<file path="config.mk">
export PLATFORM = sky130hd
export DESIGN_NAME = out_port_arbiter
export DESIGN_NICKNAME = d
export VERILOG_FILES = /design/src/rtl/out_port_arbiter_pkg.sv /design/src/rtl/rr_priority_picker.sv /design/src/rtl/out_port_arbiter.sv
export SDC_FILE = /design/constraint.sdc
export NUM_CORES = 1
export LEC_CHECK = 0
export BUFFER_PORTS_ARGS = -buffer_cell sky130_fd_sc_hd__buf_2
export CAP_MARGIN = 25
export CORE_MARGIN = 2
export CORE_UTILIZATION = 45
export DETAILED_ROUTE_END_ITERATION = 7
export PLACE_DENSITY = 0.92
export SLEW_MARGIN = 20
export SYNTH_ARGS = -nofsm -noshare
export SYNTH_HDL_FRONTEND = slang
export SYNTH_SLANG_ARGS = --single-unit
</file>
<file path="constraint.sdc">
create_clock -name w_clk_low -period 2.5 [get_ports w_clk_low]
set_input_delay 0.25 -clock w_clk_low [delete_from_list [all_inputs] [get_ports w_clk_low]]
set_output_delay 0.25 -clock w_clk_low [all_outputs]
set_load 0.01 [all_outputs]
</file>
<file path="src/rtl/out_port_arbiter_pkg.sv">
// Shared types and helpers for the out_port write arbiter.
// State encoding, default sizes and a constant log2 helper.
package out_port_arbiter_pkg;

    typedef enum logic [1:0] {
        IDLE  = 2'd0,
        WRITE = 2'd1,
        GAP   = 2'd2
    } state_t;

    localparam int DEF_NUM_REQ    = 4;
    localparam int DEF_DATA_WIDTH = 32;

    function automatic int clog2(input int n);
        int r;
        r = 0;
        for (int v = n - 1; v > 0; v = v >> 1) begin
            r++;
        end
        return r;
    endfunction

endpackage

</file>
<file path="src/rtl/rr_priority_picker.sv">
// Combinational round-robin search starting just above the last grant.
// Indices above the pointer beat those at or below it; lowest index wins within each half.
module rr_priority_picker
    import out_port_arbiter_pkg::*;
#(
    parameter int NUM_REQ = DEF_NUM_REQ,
    parameter int IDW     = clog2(NUM_REQ)
) (
    input  logic [NUM_REQ-1:0] req_valid,
    input  logic [IDW-1:0]     ptr,
    output logic [IDW-1:0]     winner,
    output logic               any_valid
);

    logic           hi_hit;
    logic           lo_hit;
    logic [IDW-1:0] hi_idx;
    logic [IDW-1:0] lo_idx;

    // Descending scan so the last hit written is the lowest index.
    always_comb begin
        hi_hit = 1'b0;
        lo_hit = 1'b0;
        hi_idx = '0;
        lo_idx = '0;
        for (int i = NUM_REQ - 1; i >= 0; i--) begin
            if (req_valid[i] && (IDW'(i) > ptr)) begin
                hi_hit = 1'b1;
                hi_idx = IDW'(i);
            end
            if (req_valid[i] && (IDW'(i) <= ptr)) begin
                lo_hit = 1'b1;
                lo_idx = IDW'(i);
            end
        end
    end

    assign winner    = hi_hit ? hi_idx : lo_idx;
    assign any_valid = hi_hit | lo_hit;

endmodule

</file>
<file path="src/rtl/out_port_arbiter.sv">
// Round-robin arbiter sharing the out_port write interface among requesters,
// with a programmable dead time after each write pulse.
module out_port_arbiter
    import out_port_arbiter_pkg::*;
#(
    parameter int NUM_REQ    = DEF_NUM_REQ,
    parameter int DATA_WIDTH = DEF_DATA_WIDTH,
    parameter int GAP_CYCLES = 8,
    parameter int GAP_WIDTH  = 16
) (
    input  logic                          w_clk_low,
    input  logic                          rst,
    input  logic [NUM_REQ-1:0]            req_valid,
    input  logic [NUM_REQ*DATA_WIDTH-1:0] req_data,
    output logic [NUM_REQ-1:0]            req_ready,
    output logic [DATA_WIDTH-1:0]         write_data,
    output logic                          write_enable,
    output logic [clog2(NUM_REQ)-1:0]     grant_id,
    output logic                          busy
);

    localparam int IDW = clog2(NUM_REQ);
    localparam logic [GAP_WIDTH-1:0] GAP_LOAD =
        (GAP_CYCLES == 0) ? '0 : GAP_WIDTH'(GAP_CYCLES - 1);

    state_t               state;
    state_t               state_nx;
    logic [IDW-1:0]       ptr;
    logic [IDW-1:0]       winner;
    logic                 any_valid;
    logic                 accept;
    logic [GAP_WIDTH-1:0] gap_cnt;

    rr_priority_picker #(
        .NUM_REQ (NUM_REQ),
        .IDW     (IDW)
    ) u_pick (
        .req_valid (req_valid),
        .ptr       (ptr),
        .winner    (winner),
        .any_valid (any_valid)
    );

    // Ready is suppressed under reset so nothing is accepted that reset would drop.
    assign accept       = (state == IDLE) && any_valid && !rst;
    assign req_ready    = accept ? (NUM_REQ'(1) << winner) : '0;
    assign write_enable = (state == WRITE);
    assign busy         = (state == WRITE) || (state == GAP);

    always_ff @(posedge w_clk_low) begin
        if (rst) begin
            state <= IDLE;
        end else begin
            state <= state_nx;
        end
    end

    always_comb begin
        state_nx = state;
        unique case (state)
            IDLE: begin
                if (accept) begin
                    state_nx = WRITE;
                end
            end
            WRITE: begin
                if (GAP_CYCLES == 0) begin
                    state_nx = IDLE;
                end else begin
                    state_nx = GAP;
                end
            end
            GAP: begin
                if (gap_cnt == '0) begin
                    state_nx = IDLE;
                end
            end
            default: state_nx = IDLE;
        endcase
    end

    always_ff @(posedge w_clk_low) begin
        if (rst) begin
            ptr        <= IDW'(NUM_REQ - 1);
            grant_id   <= '0;
            write_data <= '0;
            gap_cnt    <= '0;
        end else begin
            if (accept) begin
                ptr        <= winner;
                grant_id   <= winner;
                write_data <= req_data[winner*DATA_WIDTH +: DATA_WIDTH];
            end
            if (state == WRITE) begin
                gap_cnt <= GAP_LOAD;
            end else if ((state == GAP) && (gap_cnt != '0)) begin
                gap_cnt <= gap_cnt - 1'b1;
            end
        end
    end

endmodule

</file>
==> flow_metrics.env, run 1 <==
export IMPL_status="complete, no violations"
export IMPL_num_rows=30
export IMPL_yosys_area_share_simple_pct=19.2
export IMPL_synth_avg_cell_area_um2=8.89
export IMPL_r2r_setup_slack_ns=0.42
export IMPL_cts_max_level=2
export IMPL_synth_edff_count=0
export IMPL_antenna_found_initial=0
export IMPL_coreArea_um2=6830
export IMPL_die_area_um2=7810
export IMPL_yosysSeqAreaShare_pct=33.8
export IMPL_rsz0062_at_grt="false"
export IMPL_cts_sinks=54
export IMPL_grt_overflow_total=0
export IMPL_cp_max_fo=6
export IMPL_wl_um=9710
export IMPL_path_buf_inv=2
export IMPL_netlist_instances=360
export IMPL_fin_crit_ns=2.37
export IMPL_ys_types=57
export IMPL_num_fill_cells=588
export IMPL_synth_flop_cell="dfxtp_1"
export IMPL_ios=174
export IMPL_yosysMostFrequentCell="dfxtp_1"
export IMPL_start_kind="flip-flop"
export IMPL_synth_compound_area_share_pct=25.6
export IMPL_synth_seq_cells=54
export IMPL_synth_xor_area_share_pct=3.28
export IMPL_grt_pass1_vias=3374
export IMPL_vias=3503
export IMPL_hold_path_depth=3
export IMPL_hpwl_um=7440
export IMPL_fin_nets=663
export IMPL_die_w_um=88.4
export IMPL_synth_warnings=0
export IMPL_cts_buffers=5
export IMPL_synth_top_area_cell="dfxtp_1"
export IMPL_insertion_delay_ns=0.33
export IMPL_critPathCaptureType="primary output"
export IMPL_power_density_nw_per_um2=1070
export IMPL_holdBufCountCts=0
export IMPL_reg2reg_from="gap_cnt[0]"
export IMPL_cts_buffer_depth=2
export IMPL_layout_drive_gt1_share_pct=41.3
export IMPL_synthDominantCellAreaShare_pct=33.8
export IMPL_finalHoldViolations=0
export IMPL_total_power_mw=4.55
export IMPL_initial_core_util_pct=46.9
export IMPL_die_y_um=88.4
export IMPL_p_leak_nw=1.90
export IMPL_finalCritPeriodShare_pct=94.9
export IMPL_hold_end="write_data[31]"
export IMPL_worst_pin_slew_ns=0.513
export IMPL_dr_first_iter_drc_count=150
export IMPL_grt_max_degree=29
export IMPL_crit_family="simple AND/OR/NAND/NOR gates"
export IMPL_grt_total_usage_pct=24.5
export IMPL_antenna_cells=0
export IMPL_final_seq_area_um2=1080
export IMPL_slowest_delay_ns=0.51
export IMPL_synth_top_family_by_area="compound AO/OA/AOI/OAI gates"
export IMPL_hold_class="in2reg"
export IMPL_slew_viol_final=0
export IMPL_irDropWorstVdd_mv=0.478
export IMPL_min_from="req_data[127]"
export IMPL_first_pass_iters=4
export IMPL_ant_nets=0
export IMPL_numPortBuffers=173
export IMPL_path_class="reg2out"
export IMPL_fin_skew_ns=0.0147
export IMPL_synthTopCellsByArea="dfxtp_1 34%, mux2i_1 10%, nor2_1 5.4%"
export IMPL_r2r_end="state[1]"
export IMPL_worst_endpoint_arrival_ns=2.12
export IMPL_wl_per_cell_um=15.6
export IMPL_gp_congestion=0.829
export IMPL_routed_via_density=5.64
export IMPL_async_reset_ff_share_pct=0
export IMPL_fin_tns_setup_ns=0
export IMPL_crit_slowest_cell="or3_1"
export IMPL_final_util_pct=62.2
export IMPL_max_cap_violations=0
export IMPL_ys_top_cells_by_count="54 x dfxtp_1, 46 x nor2_1, 33 x mux2i_1"
export IMPL_reg2reg_depth=7
export IMPL_syn_nets=499
export IMPL_cts_tree="done"
export IMPL_grt_pass1_wl_um=15200
export IMPL_syn_area_um2=3200
export IMPL_drc=0
export IMPL_required_ns=2.25
export IMPL_multi_input_area_um2=1960
export IMPL_synth_area_mux_share_pct=10.3
export IMPL_crit_chain="inv_1 > ha_1 > o41ai_4 > or3_1 > nor2_1 > buf_2"
export IMPL_fmax_mhz=421
export IMPL_clkTransAtPathRegs_ns=0.11
export IMPL_setup_viol=0
export IMPL_synth_fa_ha_area_share_pct=1.95
export IMPL_cts_root_buffer="clkbuf_8"
export IMPL_slew_headroom_pct=65.8
export IMPL_area_delta_synth_final_pct=32.7
export IMPL_post_cts_setup_buffer_count=0
## per-stage QoR
step	hold WS [ns]	area [um^2]	worst slack [ns]	std cells
floorplan	0.429	3200	0.524	360
global placement	0.446	4130	0.149	612
detailed placement	0.457	4140	0.0868	613
CTS	0.191	4240	0.0572	621
global route	0.205	4250	0.0337	621
finish	0.195	4250	0.127	621
## cell type report
class	instances	share of cell area (%)
multi-input cells	270	46.1
clock buffers	6	1.94
clock inverters	2	0.383
well taps	96	2.83
flip-flops and latches	54	25.5
repair buffers	185	22.6
inverters	8	0.707
## worst max-delay path by stage
stage                       startpoint             to  depth (start not counted)
after floorplan               state[1]   req_ready[3]                          7
after global placement    req_valid[3]  write_data[5]                          6
after detailed placement  req_valid[3]  write_data[0]                          6
after CTS                       ptr[1]   req_ready[0]                          6
after global routing          state[1]   req_ready[0]                          6
final                         state[1]   req_ready[0]                          6
## registers in the layout (all words and copies together) (netlist names)
name and cells:
ptr 2, state 2, grant_id 2, gap_cnt 16, write_data 32
## tightest hold or removal path, cell delays in order
cell and delay, ns:
buf_2 0.09, nor2_1 0.09, a211oi_1 0.05
## timing repair
| item | in CTS | in global routing |
|---|---|---|
| endpoints found under the setup margin | 1 | 2 |
| cloned | 0 | 0 |
| gates resized for setup | 1 | 2 |
## layer usage
metal	wire length, um	GRT usage, %	part of all wire [%]
met3	737	5.32	7.6
met2	4920	44.1	51
met1	3790	28.0	39
met5	0	0	0
met4	263	9.92	2.7
## cells by family after synthesis
family	after synthesis
AOI/OAI and AO/OA	100
xor gates and xnor gates	12
buffers and inverters	36
DFF	54
adders and majority gates	5
muxes	33
and+or+nand+nor	120
## cell usage in the layout, fill, tap and decap left out, types with 10 or more instances in the layout
| cell | count |
|---|---|
| mux2i_1 | 33 |
| o21ai_0 | 26 |
| buf_2 | 173 |
| nor3_1 | 11 |
| o211ai_1 | 13 |
| nand2_1 | 12 |
| dfxtp_1 | 53 |
| a2111oi_2 | 10 |
| nor2_1 | 45 |
| or3_1 | 26 |
| o221ai_1 | 10 |
| buf_4 | 11 |
## power by group
part           switching (mW)  internal (mW)
logic                    1.52           1.08
clock network           0.319          0.229
registers               0.214           1.19
total                    2.05           2.50
No activity file was read; power rests on OpenSTA's default activity.
==> run 2, diff against run 1 <==
Settings changed: ABC_AREA set to 1, CORE_UTILIZATION 45 to 48, CTS_CLUSTER_DIAMETER set to 60.
==> flow_metrics.env, run 2 <==
export IMPL_status="complete, no violations"
export IMPL_dr_first_iter_drc_count=201
export IMPL_fmax_mhz=469
export IMPL_clock_power_share_pct=8.1
export IMPL_seqPwrFrac_pct=24.4
export IMPL_synth_fa_ha_area_share_pct=1.61
export IMPL_max_cap_violations=0
export IMPL_crit_slowest_cell="dfxtp_1"
export IMPL_num_rows=32
export IMPL_yosysSeqAreaShare_pct=27.8
export IMPL_ios=174
export IMPL_reg2reg_depth=12
export IMPL_numPortBuffers=173
export IMPL_r2r_end="write_data[22]"
export IMPL_synth_top_family_by_area="simple AND/OR/NAND/NOR gates"
export IMPL_worst_pin_slew_ns=0.829
export IMPL_grt_pass1_vias=4050
export IMPL_path_common_cell="nand2_1"
export IMPL_synth_avg_cell_area_um2=5.57
export IMPL_initial_core_util_pct=49.9
export IMPL_grt_overflow_total=0
export IMPL_path_class="reg2out"
export IMPL_critPathCaptureType="primary output"
export IMPL_cts_sinks=54
export IMPL_ys_top_cells_by_count="271 x nand2_1, 126 x inv_1, 121 x nand3_1"
export IMPL_yosys_area_share_simple_pct=47.6
export IMPL_syn_nets=838
export IMPL_insertion_delay_ns=0.30
export IMPL_worst_endpoint_arrival_ns=1.88
export IMPL_slowest_delay_ns=0.39
export IMPL_fin_nets=995
export IMPL_grt_pass1_wl_um=17600
export IMPL_slew_viol_final=0
export IMPL_layout_drive_gt1_share_pct=23.5
export IMPL_area_delta_synth_final_pct=25.8
export IMPL_p_leak_nw=3.12
export IMPL_gp_congestion=0.906
export IMPL_layout_commonest_cell="nand2_1"
export IMPL_post_cts_setup_buffer_count=0
export IMPL_total_power_mw=5.70
export IMPL_die_area_um2=8850
export IMPL_top_register="write_data"
export IMPL_finalHoldViolations=0
export IMPL_cts_max_level=2
export IMPL_ys_types=28
export IMPL_routed_via_density=4.83
export IMPL_synth_warnings=0
export IMPL_setup_viol=0
export IMPL_synth_seq_cells=54
export IMPL_synth_xor_area_share_pct=2.70
export IMPL_fin_skew_ns=0.00719
export IMPL_synth_edff_count=0
export IMPL_irDropWorstVdd_mv=0.581
export IMPL_vias=4630
export IMPL_rsz0062_at_grt="false"
export IMPL_antenna_cells=0
export IMPL_coreArea_um2=7810
export IMPL_start_kind="flip-flop"
export IMPL_fin_crit_ns=2.13
export IMPL_r2r_setup_slack_ns=0.55
export IMPL_p_sw_share_pct=50.9
export IMPL_synth_top_area_cell="dfxtp_1"
export IMPL_synthDominantCellAreaShare_pct=27.8
export IMPL_netSwitchingPower_mw=2.90
export IMPL_drc=0
export IMPL_slew_headroom_pct=44.7
export IMPL_wl_per_cell_um=11.4
export IMPL_intPower_mw=2.80
export IMPL_hpwl_um=8490
export IMPL_cts_tree="done"
export IMPL_synth_flop_cell="dfxtp_1"
export IMPL_synth_compound_area_share_pct=3.82
export IMPL_reg2reg_from="ptr[1]"
export IMPL_first_pass_iters=5
export IMPL_clkTransAtPathRegs_ns=0.09
export IMPL_synth_area_mux_share_pct=0
export IMPL_die_y_um=94.1
export IMPL_final_cell_mix="271 x nand2_1, 173 x buf_2, 126 x inv_1"
export IMPL_die_w_um=94.1
export IMPL_largest_reg_flops=32
export IMPL_yosysMostFrequentCell="nand2_1"
export IMPL_ant_nets=0
export IMPL_p_comb_share_pct=67.5
export IMPL_wl_um=10900
export IMPL_fin_tns_setup_ns=0
export IMPL_cts_root_buffer="clkbuf_8"
export IMPL_finalCritPeriodShare_pct=85.3
export IMPL_crit_chain="nand2_1 > nand2_1 > nand2_1 > nor2_2 > nand3_2 > nand2_2 > inv_1 > nor2_1 > buf_2"
export IMPL_critPathCapture="req_ready[1]"
export IMPL_grt_total_usage_pct=24.4
export IMPL_cts_resized=0
export IMPL_syn_area_um2=3890
export IMPL_grt_max_degree=53
export IMPL_critPathLaunch="ptr[1]"
export IMPL_hold_class="in2reg"
export IMPL_top_regs="write_data (32), gap_cnt (16)"
export IMPL_holdBufCountCts=0
export IMPL_required_ns=2.25
export IMPL_cts_buffer_depth=2
export IMPL_netlist_instances=699
export IMPL_synthTopCellsByArea="dfxtp_1 28%, nand2_1 26%, nand3_1 16%"
export IMPL_num_fill_cells=756
export IMPL_async_reset_ff_share_pct=0
export IMPL_cp_max_fo=26
export IMPL_power_density_nw_per_um2=1160
export IMPL_antenna_found_initial=0
export IMPL_cts_buffers=5
[run 2: changes by cell type after synthesis, moves of 10 or more]
| cell | before | now |
|---|---|---|
| nand3_1 | 1 | 121 |
| mux2i_1 | 33 | 0 |
| a2111oi_2 | 10 | 0 |
| o21ai_0 | 26 | 6 |
| or3_1 | 26 | 0 |
| a21oi_1 | 8 | 19 |
| nor2_1 | 46 | 28 |
| o211ai_1 | 13 | 0 |
| inv_1 | 8 | 126 |
| nand2_1 | 12 | 271 |
| o221ai_1 | 10 | 0 |
[run 2: how the worst min path moves through the flow]
stage,slack [ns],cells after the start,to,from
CTS,0.19,2,gap_cnt[2],rst
global route,0.20,2,gap_cnt[2],rst
floorplan,0.32,1,gap_cnt[0],rst
global placement,0.43,2,write_data[0],write_data[0]
finish,0.21,2,gap_cnt[2],rst
detailed placement,0.44,2,write_data[0],write_data[0]
[run 2: area by class of cell]
type | count | area (um^2) | share of cell area [%]
sequential | 54 | 1080 | 22.1
tap | 102 | 128 | 2.61
timing repair buffer | 184 | 961 | 19.6
inverter | 128 | 480 | 9.81
multi-input combinational | 483 | 2170 | 44.3
clock buffer | 7 | 76.3 | 1.56
[run 2: cells by family after synthesis]
| logic type | after synthesis |
|---|---|
| compound gates | 28 |
| xor+xnor | 12 |
| fa+ha+maj | 5 |
| buf+inv | 162 |
| flops | 54 |
| simple gates | 438 |
[run 2: power groups by stage]
stage / clock [mW] / combinational [mW] / sequential [mW]
finish: 0.459 / 3.85 / 1.39
CTS: 0.477 / 3.87 / 1.39
global route: 0.513 / 4.38 / 1.43
global placement: 0 / 3.81 / 1.40
detailed placement: 0 / 3.86 / 1.40
floorplan: 0 / 2.84 / 1.47
[run 2: per-layer routing]
layer	GRT usage, %	wire (um)
met1	28.6	4340
met2	44.0	5590
met4	9.06	274
met5	0	0
met3	4.25	745
[run 2: worst max-delay path: cells and delay by family (launching register included)]
family                 cells  cell delay [ns]
AND/OR/NAND/NOR            7             0.92
flip-flops                 1             0.39
buffers and inverters      2             0.26
[run 2: per-stage QoR]
stage / utilization, % / setup slack (ns) / std cells / hold slack [ns] / instance area [um^2]
6_report: 62.7 / 0.369 / 958 / 0.209 / 4900
5_1_grt: 62.7 / 0.130 / 958 / 0.202 / 4900
4_1_cts: 62.7 / 0.349 / 958 / 0.191 / 4900
3_5_place_dp: 61.8 / 0.569 / 951 / 0.436 / 4820
3_3_place_gp: 61.8 / 0.629 / 951 / 0.431 / 4820
2_1_floorplan: - / 0.831 / 699 / 0.319 / 3890
